--- config.mk ---
export PLATFORM = sky130hd
export DESIGN_NAME = uart_receiver
export DESIGN_NICKNAME = d
export VERILOG_FILES = /design/src/rtl/uart_receiver.sv
export SDC_FILE = /design/constraint.sdc
export NUM_CORES = 1
export LEC_CHECK = 0
export BUFFER_PORTS_ARGS = -buffer_cell sky130_fd_sc_hd__buf_2
export CAP_MARGIN = 0
export CORE_ASPECT_RATIO = 0.75
export CORE_UTILIZATION = 60
export DETAILED_ROUTE_END_ITERATION = 8
export HOLD_SLACK_MARGIN = 0.08
export PLACE_DENSITY = 0.81
export SLEW_MARGIN = 20
export SYNTH_ARGS = -nofsm -noshare
export SYNTH_HDL_FRONTEND = slang
export SYNTH_SLANG_ARGS = --single-unit
--- constraint.sdc ---
create_clock -name uart_sampling_clk -period 3.75 [get_ports uart_sampling_clk]
set_clock_uncertainty 0.15 [all_clocks]
set_input_delay 0.375 -clock uart_sampling_clk [delete_from_list [all_inputs] [get_ports uart_sampling_clk]]
set_output_delay 0.375 -clock uart_sampling_clk [all_outputs]
set_load 0.01 [all_outputs]
--- src/rtl/uart_receiver.sv ---
// rtl/uart_receiver.sv - 16x oversampled 8N1 UART receiver with valid/ready holding register
module uart_receiver (
  input  logic       uart_sampling_clk,
  input  logic       reset,
  input  logic       RsRx,
  output logic       valid,
  input  logic       ready,
  output logic [7:0] data_received,
  output logic       framing_error,
  output logic       overrun
);

  typedef enum logic [1:0] {IDLE, START, DATA, STOP} state_t;

  state_t      state_q, state_d;
  logic        sync1_q, sync1_d;
  logic        rx_s_q, rx_s_d;
  logic [3:0]  cnt_q, cnt_d;
  logic [2:0]  bit_idx_q, bit_idx_d;
  logic [7:0]  shift_q, shift_d;
  logic        bad_q, bad_d;
  logic        valid_q, valid_d;
  logic [7:0]  data_q, data_d;
  logic        ferr_q, ferr_d;
  logic        ovr_q, ovr_d;
  logic        byte_done;

  assign valid         = valid_q;
  assign data_received = data_q;
  assign framing_error = ferr_q;
  assign overrun       = ovr_q;

  // State register: synchronizer, frame FSM, holding register and event pulses
  always_ff @(posedge uart_sampling_clk) begin
    if (reset) begin
      state_q   <= IDLE;
      sync1_q   <= 1'b1;
      rx_s_q    <= 1'b1;
      cnt_q     <= 4'd0;
      bit_idx_q <= 3'd0;
      shift_q   <= 8'h00;
      bad_q     <= 1'b0;
      valid_q   <= 1'b0;
      data_q    <= 8'h00;
      ferr_q    <= 1'b0;
      ovr_q     <= 1'b0;
    end else begin
      state_q   <= state_d;
      sync1_q   <= sync1_d;
      rx_s_q    <= rx_s_d;
      cnt_q     <= cnt_d;
      bit_idx_q <= bit_idx_d;
      shift_q   <= shift_d;
      bad_q     <= bad_d;
      valid_q   <= valid_d;
      data_q    <= data_d;
      ferr_q    <= ferr_d;
      ovr_q     <= ovr_d;
    end
  end

  // Next-state: mid-bit sampling of the synchronized line and handshake with the consumer
  always_comb begin
    state_d   = state_q;
    sync1_d   = RsRx;
    rx_s_d    = sync1_q;
    cnt_d     = cnt_q;
    bit_idx_d = bit_idx_q;
    shift_d   = shift_q;
    bad_d     = bad_q;
    valid_d   = valid_q;
    data_d    = data_q;
    ferr_d    = 1'b0;
    ovr_d     = 1'b0;
    byte_done = 1'b0;

    case (state_q)
      IDLE: begin
        if (!rx_s_q) begin
          state_d = START;
          cnt_d   = 4'd0;
        end
      end
      START: begin
        cnt_d = cnt_q + 4'd1;
        if (cnt_q == 4'd7) begin
          // Line must still be low at the middle of the start bit, else it was a glitch
          if (!rx_s_q) begin
            state_d   = DATA;
            cnt_d     = 4'd0;
            bit_idx_d = 3'd0;
          end else begin
            state_d = IDLE;
          end
        end
      end
      DATA: begin
        cnt_d = cnt_q + 4'd1;
        if (cnt_q == 4'd15) begin
          shift_d   = {rx_s_q, shift_q[7:1]};
          cnt_d     = 4'd0;
          bit_idx_d = bit_idx_q + 3'd1;
          if (bit_idx_q == 3'd7) begin
            state_d = STOP;
          end
        end
      end
      STOP: begin
        cnt_d = cnt_q + 4'd1;
        if (cnt_q == 4'd15) begin
          if (rx_s_q) begin
            state_d   = IDLE;
            cnt_d     = 4'd0;
            bad_d     = 1'b0;
            byte_done = !bad_q;
          end else begin
            // Hold here until the line recovers; bad_q keeps the error to a single pulse
            cnt_d  = 4'd15;
            ferr_d = !bad_q;
            bad_d  = 1'b1;
          end
        end
      end
      default: begin
        state_d = IDLE;
      end
    endcase

    if (byte_done) begin
      if (!valid_q || ready) begin
        data_d  = shift_q;
        valid_d = 1'b1;
      end else begin
        ovr_d = 1'b1;
      end
    end else if (valid_q && ready) begin
      valid_d = 1'b0;
    end
  end

endmodule

==> impl_metrics.csv, run 1 <==
group,metric,value,unit
timing,min_period_over_period,0.604,
global_routing,grt_pass1_vias,973,
die,start_util,0.651,
logic_synthesis,synth_fa_ha_area_frac,0.0279,
critical_path,critPathMaxFanout,8,
logic_synthesis,netlist_area,0.00135,sq mm
route,vias,1090,
logic_synthesis,synthSimpleGateAreaFrac,0.239,
route,wirelength,2570,um
layout,nFillCells,152,
logic_synthesis,synth.avg_cell_area,8.74,sq um
logic_synthesis,synth_xor_area_frac,0.00651,
critical_path,cp-end-kind,"flop",
timing,setup_viol,0,
route,drc,2,
logic_synthesis,ys_types,34,
logic_synthesis,synth_largest_area_cell,"dfxtp_1",
clock_network,cts_buffers,5,
timing,period_needed,2.26,ns
timing,setup_tns,0,ns
critical_path,cp_data_required_time,3.81,ns
layout,mostFrequentLayoutCells,"dfxtp_1, nor2_1, nand2_1",
clock_network,htreeDepth,2,
min_path,hp-class,"input port to flop",
die,die_h,43.0,um
logic_synthesis,synth_top_area_frac,0.461,
logic_synthesis,yosys_warnings,0,
power,leakagePower,0.570,nW
layout,drive_gt1_frac,0.163,
logic_synthesis,synth_area_leaders,"dfxtp_1, mux2i_1, nor2_1",
layout,final_nets,172,
die,fp.dieW,56.7,um
timing,hold_viol_final,0,
timing,clock.fmax,442,MHz
logic_synthesis,synth_edf_count,0,
global_routing,track_usage,0.240,
power,cellPowerDensity,422,mW/mm^2
timing,rsz0062_at_grt,"false",
clock_network,clkLatencyLatePin,0.33,ns
clock_network,clk_pin_slew,0.10,ns
logic_synthesis,synth_compound_area_frac,0.154,
logic_synthesis,syn_inst,154,
flow_run,maxCapViolCount,0,
layout,layout.cells.most_common,"dfxtp_1",
route,ant_nets,0,
route,wl_per_cell,13.5,um
logic_synthesis,synthArstFlopShare,0,
die,fp.dieArea,0.00244,sq mm
run_status,violations,"design-rule violations",
placement,port_buffers,14,
clock_network,ctsResizeCount,0,
route,post_drt_via_cell_ratio,5.74,
clock_network,tritoncts,"built",
layout,area_growth,11.1,%
placement,dpl-instance-area,0.00139,sq mm
global_routing,grt_pass1_wl,4280,um
route,firstDrtPassIters,6,
layout,stdcell_area,0.00150,sq mm
timing,maxSlewHeadroom,0.539,
placement,place_hpwl,1670,um
global_routing,grt_start_max_net_pins,32,
logic_synthesis,synth_top_family_by_area,"simple AND/OR/NAND/NOR gates",
global_routing,antenna_found_initial,0,
layout,regArea,621,sq um
clock_network,ctsRootBufferMaster,"clkbuf_4",
layout,antenna_cells,0,
critical_path,crit_arrival,2.33,ns
run_status,status,"complete, but fails checks",
clock_network,cts_sinks,31,
clock_network,cts_buffer_depth,2,
placement,gp_congestion,0.859,
die,pin_count,15,
timing,drv_slew,0,
logic_synthesis,synth_seq_cells,31,
global_routing,globalRoute.totalOverflow,0,
layout,multi_input_area,671,sq um
logic_synthesis,ys_seq_area_frac,0.461,
route,first_iter_violations,44,
critical_path,cp-start-kind,"flop",
die,fp.coreArea,0.00207,sq mm
die,rows,14,
logic_synthesis,synthesis.nets,161,
logic_synthesis,synthMuxAreaShare,0.0669,
logic_synthesis,synth_flop_cell,"dfxtp_1",
timing,worst_slew_pin_slew,0.689,ns
power,power,632,uW
critical_path,crit_type,"flop to flop",
power,ir_drop,0.000217,V
registers in the layout, indices dropped and copies added, names as in the netlist, named ones only:
signal / flops
bad_q: 1
valid: 1
rx_s_d: 1
overrun: 1
state_q: 1
bit_idx_q: 3
shift_q: 8
framing_error: 1
data_received: 8
rx_s_q: 1
cnt_q: 4
power breakdown:
group | internal, mW | switching (mW) | total, mW
clock network | 0.157 | 0.119 | 0.276
registers | 0.332 | 0.00551 | 0.337
logic | 0.00790 | 0.00988 | 0.0178
total | 0.497 | 0.134 | 0.632
synthesized netlist by cell type (3+ instances only):
cell type   n
nand2b_1    3
ha_1        3
a21oi_1    14
dfxtp_1    31
clkbuf_1    7
mux2i_1     9
nor3_1      4
or3_1       3
nand2_1    20
buf_2       3
a31oi_1     3
o21ai_0     6
nor2_1     21
and3_1      3
layer usage:
layer  global-route usage  part of all wire  vias up
met4                0.115            0.0090        0
met2                0.379              0.48       40
met5                    0                 0        -
met1                0.289              0.45      494
met3               0.0945             0.067        2
li1                     -                 -      554
per-stage QoR:
step	hold WS (ns)	worst slack, ns	cells	util
after detailed placement	0.256	1.35	181	0.674
final	0.196	1.49	190	0.723
after global placement	0.246	1.55	181	0.674
after global routing	0.195	1.28	190	0.723
after CTS	0.191	1.33	190	0.721
after floorplan	0.239	2.00	154	-
repair_timing:
action | in CTS | in global routing
setup buffers | 0 | 0
endpoints found under the hold margin | 1 | 0
hold buffers | 1 | 0
critical path, cell delays in order (launching register included):
cell	delay [ns]
dfxtp_1	0.42
ha_1	0.40
nand3_4	0.16
nor4b_4	0.69
mux2i_1	0.27
nor2_1	0.06
logic make-up after synthesis:
kind of cell	Yosys count
and+or+nand+nor	63
AOI/OAI and AO/OA	34
DFF	31
buffers and inverters	13
muxes	9
adders and majority gates	3
xor gates and xnor gates	1
path summary, 6_finish.rpt:
path             from          endpoint  slack, ns  cells after the start
max          cnt_q[0]  data_received[1]       1.49                      5
min             ready           overrun       0.20                      3
max reg2reg  cnt_q[0]  data_received[1]       1.49                      5
min reg2reg    rx_s_d            rx_s_q       0.29                      1
area by class of cell:
type | instances | share of cell area
clock inverters | 2 | 0.0234
repair buffers | 15 | 0.0536
multi-input cells | 110 | 0.449
clock buffers | 6 | 0.0343
inverters | 2 | 0.00502
flip-flops and latches | 31 | 0.415
well taps | 24 | 0.0201
(Power assumes the default switching activity.)
==> inputs of run 2 (changes only) <==
--- a/config.mk
+++ b/config.mk
@@ -5,13 +5,14 @@
 export SDC_FILE = /design/constraint.sdc
 export NUM_CORES = 1
 export LEC_CHECK = 0
+export ABC_AREA = 1
 export BUFFER_PORTS_ARGS = -buffer_cell sky130_fd_sc_hd__buf_2
 export CAP_MARGIN = 0
 export CORE_ASPECT_RATIO = 0.75
-export CORE_UTILIZATION = 60
+export CORE_UTILIZATION = 57
 export DETAILED_ROUTE_END_ITERATION = 8
 export HOLD_SLACK_MARGIN = 0.08
-export PLACE_DENSITY = 0.81
+export PLACE_DENSITY = 0.78
 export SLEW_MARGIN = 20
 export SYNTH_ARGS = -nofsm -noshare
 export SYNTH_HDL_FRONTEND = slang
==> constraint.sdc (replaced) <==
create_clock -name uart_sampling_clk -period 2.1 [get_ports uart_sampling_clk]
set_clock_uncertainty 0.15 [all_clocks]
set_input_delay 0.21 -clock uart_sampling_clk [delete_from_list [all_inputs] [get_ports uart_sampling_clk]]
set_output_delay 0.21 -clock uart_sampling_clk [all_outputs]
set_load 0.01 [all_outputs]
==> run 2 against run 1 <==
The run now ends clean. Sequential share of layout area is 3.2 points lower. Cell area is 8.5% higher. Setup slack got worse by 1.1 ns. Synthesized cell count grew 31%. Register-to-register slack got worse by 1.1 ns. Critical endpoint is now shift_q[4]. Die area rose by 12%. Sequential cell count stayed put. Final cell count increased by 33%. First-iteration DRC count rose by 23%.
==> impl_metrics.csv, run 2 <==
group,metric,value,unit
logic_synthesis,syn_inst,201,
die,die_h,45.5,um
logic_synthesis,synth_commonest_cells,"nand2_1, inv_1, dfxtp_1, nand3_1, nor2_1",
critical_path,crit_arrival,1.87,ns
route,firstDrtPassIters,4,
global_routing,grt_pass1_vias,1076,
power,leakagePower,0.768,nW
logic_synthesis,yosysMostFrequentCell,"nand2_1",
die,start_util,0.614,
critical_path,cp-start-kind,"flop",
logic_synthesis,synth.avg_cell_area,7.16,sq um
layout,area_growth,12.6,%
clock_network,tritoncts,"built",
timing,fin_ws,0.346,ns
timing,hold_viol_final,0,
route,first_iter_violations,54,
clock_network,ctsHoldBuffers,2,
power,power,1.21,mW
route,vias,1213,
clock_network,clk_pin_slew,0.10,ns
clock_network,cts_sinks,31,
route,wl_per_cell,10.6,um
global_routing,globalRoute.totalOverflow,0,
logic_synthesis,synth_top_area_frac,0.431,
timing,rsz0062_at_grt,"false",
placement,gp_congestion,0.893,
layout,layout.cells.most_common,"nand2_1",
logic_synthesis,ys_seq_area_frac,0.431,
placement,place_ws,0.362,ns
placement,dpl-instance-area,0.00152,sq mm
placement,port_buffers,14,
logic_synthesis,synth_largest_area_cell,"dfxtp_1",
logic_synthesis,netlist_area,0.00144,sq mm
timing,clock.fmax,570,MHz
layout,drive_gt1_frac,0.183,
min_path,hold-path-cell-count,4,
clock_network,cts_setup_buffers,0,
layout,antenna_cells,0,
layout,mostFrequentLayoutCells,"nand2_1, inv_1, dfxtp_1",
clock_network,ctsResizeCount,0,
clock_network,cts_buffer_depth,2,
clock_network,cts_buffers,5,
global_routing,grt_start_max_net_pins,23,
flow_run,maxCapViolCount,0,
power,ir_drop,0.000406,V
die,fp.coreArea,0.00235,sq mm
timing,drv_slew,0,
timing,setup_viol,0,
route,wirelength,2690,um
timing,period_needed,1.75,ns
logic_synthesis,synth_flop_cell,"dfxtp_1",
critical_path,cp-end-kind,"flop",
critical_path,critPathMaxFanout,19,
logic_synthesis,ys_types,27,
global_routing,track_usage,0.227,
timing,setup_tns,0,ns
timing,worst_slew_pin_slew,0.604,ns
run_status,status,"finished, final reports clean",
die,fp.dieW,60.0,um
die,rows,15,
critical_path,cp_data_required_time,2.21,ns
min_path,hp-class,"input port to flop",
logic_synthesis,synth_seq_cells,31,
logic_synthesis,yosys_warnings,0,
critical_path,critical_path.slowest_cell,"dfxtp_1",
placement,place_hpwl,2000,um
critical_path,crit_type,"flop to flop",
global_routing,grt_pass1_wl,4470,um
timing,min_period_over_period,0.835,
timing,maxSlewHeadroom,0.597,
critical_path,cpPeakStageDelay,0.38,ns
logic_synthesis,synthesis.nets,208,
logic_synthesis,synth_area_leaders,"dfxtp_1, nand2_1, inv_1",
logic_synthesis,synthArstFlopShare,0,
critical_path,crit_chain,"ha_1, nand3_2, nor2_4, o21ai_0, a21oi_1",
layout,regArea,621,sq um
clock_network,htreeDepth,2,
die,pin_count,15,
layout,multi_input_area,624,sq um
power,cellPowerDensity,744,mW/mm^2
route,post_drt_via_cell_ratio,4.79,
critical_path,r2r_cells,5,
clock_network,clkLatencyLatePin,0.33,ns
route,drc,0,
layout,stdcell_area,0.00162,sq mm
clock_network,ctsRootBufferMaster,"clkbuf_4",
route,ant_nets,0,
logic_synthesis,synth_edf_count,0,
layout,final_nets,225,
die,fp.dieArea,0.00273,sq mm
global_routing,antenna_found_initial,0,
layout,nFillCells,205,
run 2: through the flow:
| step | hold slack (ns) | utilization | instances |
|---|---|---|---|
| 2_1_floorplan | 0.164 | - | 201 |
| 3_3_place_gp | 0.243 | 0.646 | 243 |
| 5_1_grt | 0.288 | 0.691 | 253 |
| 4_1_cts | 0.244 | 0.691 | 253 |
| 3_5_place_dp | 0.246 | 0.646 | 243 |
| 6_report | 0.251 | 0.691 | 253 |
run 2: worst paths after layout:
kind / start / endpoint / slack [ns]
worst min register to register: rx_s_d / rx_s_q / 0.27
worst max register to register: cnt_q[0] / shift_q[4] / 0.35
worst max-delay path: cnt_q[0] / shift_q[4] / 0.35
worst min-delay path: ready / overrun / 0.25
run 2: kinds of logic after synthesis:
logic type | share of synthesized area
buffers and inverters | 0.136
XOR/XNOR | 0.0122
adder cells (fa/ha/maj) | 0.0261
AND/OR/NAND/NOR | 0.299
AO/OA/AOI/OAI | 0.0964
flip-flops | 0.431
run 2: power by group:
part           internal, mW  switching [mW]
Combinational        0.0360          0.0702
Sequential            0.602          0.0165
Clock                 0.281           0.201
run 2: final cells by class:
cell class | count | area share
clock buffer | 6 | 0.0316
clock inverter | 2 | 0.0216
inverter | 42 | 0.0972
multi-input combinational | 122 | 0.385
sequential | 31 | 0.383
tap | 34 | 0.0262
timing repair buffer | 16 | 0.0556
run 2: layer usage:
metal  part of all wire  vias to the layer above  wire, um  track usage
li1                   -                      650         -            -
met1               0.49                      527      1320        0.305
met2               0.45                       29      1210        0.351
met3              0.045                        7       121       0.0682
met4              0.014                        0        38       0.0698
met5                  0                        -         0            0
run 2: critical path, delay by kind of cell (launching register included):
family | cells | cell delay (ns)
simple gates | 2 | 0.56
compound gates | 2 | 0.34
fa+ha+maj | 1 | 0.26
flops | 1 | 0.38
==> inputs of run 3 (changes only) <==
--- a/config.mk
+++ b/config.mk
@@ -9,10 +9,10 @@
 export BUFFER_PORTS_ARGS = -buffer_cell sky130_fd_sc_hd__buf_2
 export CAP_MARGIN = 0
 export CORE_ASPECT_RATIO = 0.75
-export CORE_UTILIZATION = 57
+export CORE_UTILIZATION = 51
 export DETAILED_ROUTE_END_ITERATION = 8
 export HOLD_SLACK_MARGIN = 0.08
-export PLACE_DENSITY = 0.78
+export PLACE_DENSITY = 0.73
 export SLEW_MARGIN = 20
 export SYNTH_ARGS = -nofsm -noshare
 export SYNTH_HDL_FRONTEND = slang
==> constraint.sdc (replaced) <==
create_clock -name uart_sampling_clk -period 1.5 [get_ports uart_sampling_clk]
set_clock_uncertainty 0.15 [all_clocks]
set_input_delay 0.15 -clock uart_sampling_clk [delete_from_list [all_inputs] [get_ports uart_sampling_clk]]
set_output_delay 0.15 -clock uart_sampling_clk [all_outputs]
set_load 0.01 [all_outputs]
==> run 3 against run 2 <==
Count of clock-buffer cells in the layout increased by 2. Critical path type unchanged. Worst hold slack got worse by 0.0087 ns. Sequential share of layout area decreased by 4.4 points. Die area increased by 11%. Utilization increased by 1.1 points. Combinational power increased by 92%. Global-route usage decreased by 3.5 points. Sequential cell count unchanged. Wire length increased by 9.2%. Setup slack got worse by 0.36 ns. Critical endpoint is now data_received[5]. The run now ends with negative setup slack left. Highest routed layer unchanged. First-iteration DRC count increased by 17%. Non-clock buffer count increased by 12.
==> impl_metrics.csv, run 3 (same netlist as run 2, synthesis figures left out) <==
group,metric,value,unit
placement,gp_congestion,0.851,
die,rows,16,
timing,worst_slew_pin_slew,0.293,ns
layout,final_cell_count_no_fill,268,
clock_network,tritoncts,"built",
clock_network,clk_pin_slew,0.06,ns
timing,rsz0062_at_grt,"true",
placement,place_ws,-0.0802,ns
timing,hold_viol_final,0,
layout,layout.cells.most_common,"nand2_1",
global_routing,antenna_found_initial,0,
route,wl_per_cell,10.9,um
layout,drive_gt1_frac,0.328,
global_routing,track_usage,0.191,
global_routing,globalRoute.totalOverflow,0,
global_routing,grt_pass1_wl,4240,um
die,fp.dieArea,0.00304,sq mm
run_status,violations,"negative setup slack",
critical_path,cp_data_required_time,1.54,ns
critical_path,reg2reg_from,"cnt_q[0]",
power,leakagePower,0.851,nW
min_path,worstHoldStart,"ready",
route,first_iter_violations,63,
timing,period_needed,1.51,ns
min_path,hp-class,"input port to flop",
critical_path,cpPeakStageDelay,0.35,ns
die,pin_count,15,
clock_network,cts_buffers,5,
layout,nFillCells,208,
timing,min_period_over_period,1.01,
power,ir_drop,0.000603,V
layout,stdcell_area,0.00186,sq mm
clock_network,cts_sinks,31,
placement,place_hpwl,1930,um
route,drc,0,
layout,area_growth,28.9,%
clock_network,ctsRootBufferMaster,"clkbuf_8",
timing,whs,0.242,ns
die,fp.dieW,63.4,um
timing,setup_viol,1,
route,ant_nets,0,
critical_path,critical_path.startpoint,"cnt_q[0]",
route,wirelength,2930,um
timing,maxSlewHeadroom,0.804,
global_routing,grt_start_max_net_pins,17,
critical_path,cp-start-kind,"flop",
critical_path,crit_type,"flop to flop",
critical_path,critPathMaxFanout,6,
power,cellPowerDensity,967,mW/mm^2
critical_path,cp-end-kind,"flop",
critical_path,crit_chain,"ha_4, nand3_4, nor2_2, nand2_2, nor2_4, nand3_1, nand2_1, nor2_2",
route,post_drt_via_cell_ratio,4.80,
die,fp.coreArea,0.00264,sq mm
clock_network,cts_buffer_depth,2,
placement,port_buffers,14,
placement,dpl-instance-area,0.00160,sq mm
route,vias,1286,
layout,mostFrequentLayoutCells,"nand2_1, inv_1, dfxtp_1",
flow_run,maxCapViolCount,0,
timing,drv_slew,0,
timing,fin_ws,-0.0147,ns
critical_path,path_common_cell,"nor2_2",
layout,final_nets,238,
critical_path,critical_path.slowest_cell,"dfxtp_2",
run_status,status,"complete, but fails checks",
timing,setup_tns,-0.0147,ns
layout,antenna_cells,0,
global_routing,grt_pass1_vias,952,
route,firstDrtPassIters,4,
placement,dp.cells,254,
clock_network,clkLatencyLatePin,0.28,ns
timing,clock.fmax,660,MHz
die,die_h,48.0,um
critical_path,crit_arrival,1.55,ns
clock_network,htreeDepth,2,
die,start_util,0.545,
-- run 3: cell count changes in the layout (fill, tap and decap cells not counted), sizes merged --
cell	change
bufinv	-1
clkinv	-1
nor2	+1
clkbuf	+3
buf	+11
-- run 3: layout make-up --
cell class / instances / area [sq um] / share of cell area
tap: 36 / 45.0 / 0.0243
sequential: 31 / 629 / 0.339
clock buffer: 8 / 100 / 0.0539
inverter: 42 / 158 / 0.0849
multi-input combinational: 123 / 714 / 0.385
timing repair buffer: 28 / 210 / 0.113
-- run 3: timing repair --
| action | 4_1_cts | 5_1_grt |
|---|---|---|
| hold buffers | 2 | 0 |
| pin swaps | 3 | 10 |
| gates cloned | 1 | 1 |
| endpoints found under the hold margin | 6 | 0 |
| resized for setup | 8 | 24 |
| buffers inserted | 1 | 1 |
| endpoints found under the setup margin | 15 | 24 |
-- run 3: path summary, 6_finish.rpt --
kind / end / slack [ns] / depth (start not counted)
setup / recovery: data_received[5] / -0.01 / 8
hold / removal: overrun / 0.24 / 5
setup reg to reg: data_received[5] / -0.01 / 8
hold reg to reg: rx_s_q / 0.28 / 1
-- run 3: stage by stage --
step                power (mW)   util
finish                    1.80  0.703
global route              1.87  0.703
CTS                       1.78  0.669
detailed placement        1.04  0.606
global placement          1.04  0.606
floorplan                0.992      -
-- run 3: power by group --
group | internal [mW] | switching [mW] | leakage, nW
registers | 0.846 | 0.0240 | 0.253
clock network | 0.418 | 0.305 | 0.0515
logic | 0.0903 | 0.113 | 0.546
total | 1.35 | 0.442 | 0.851
-- run 3: per-layer routing --
layer  wire length [um]  vias to the layer above  part of all wire  GRT usage
li1                   -                      681                 -          -
met1               1500                      565              0.51      0.261
met2               1250                       35              0.43      0.272
met3                145                        5             0.049     0.0571
met4                 42                        0             0.014      0.109
met5                  0                        -                 0          0
-- run 3: worst max-delay path: cells and delay by family (launching register included) --
family,cells,cell delay [ns]
DFF,1,0.35
adders and majority gates,1,0.16
and+or+nand+nor,7,0.74
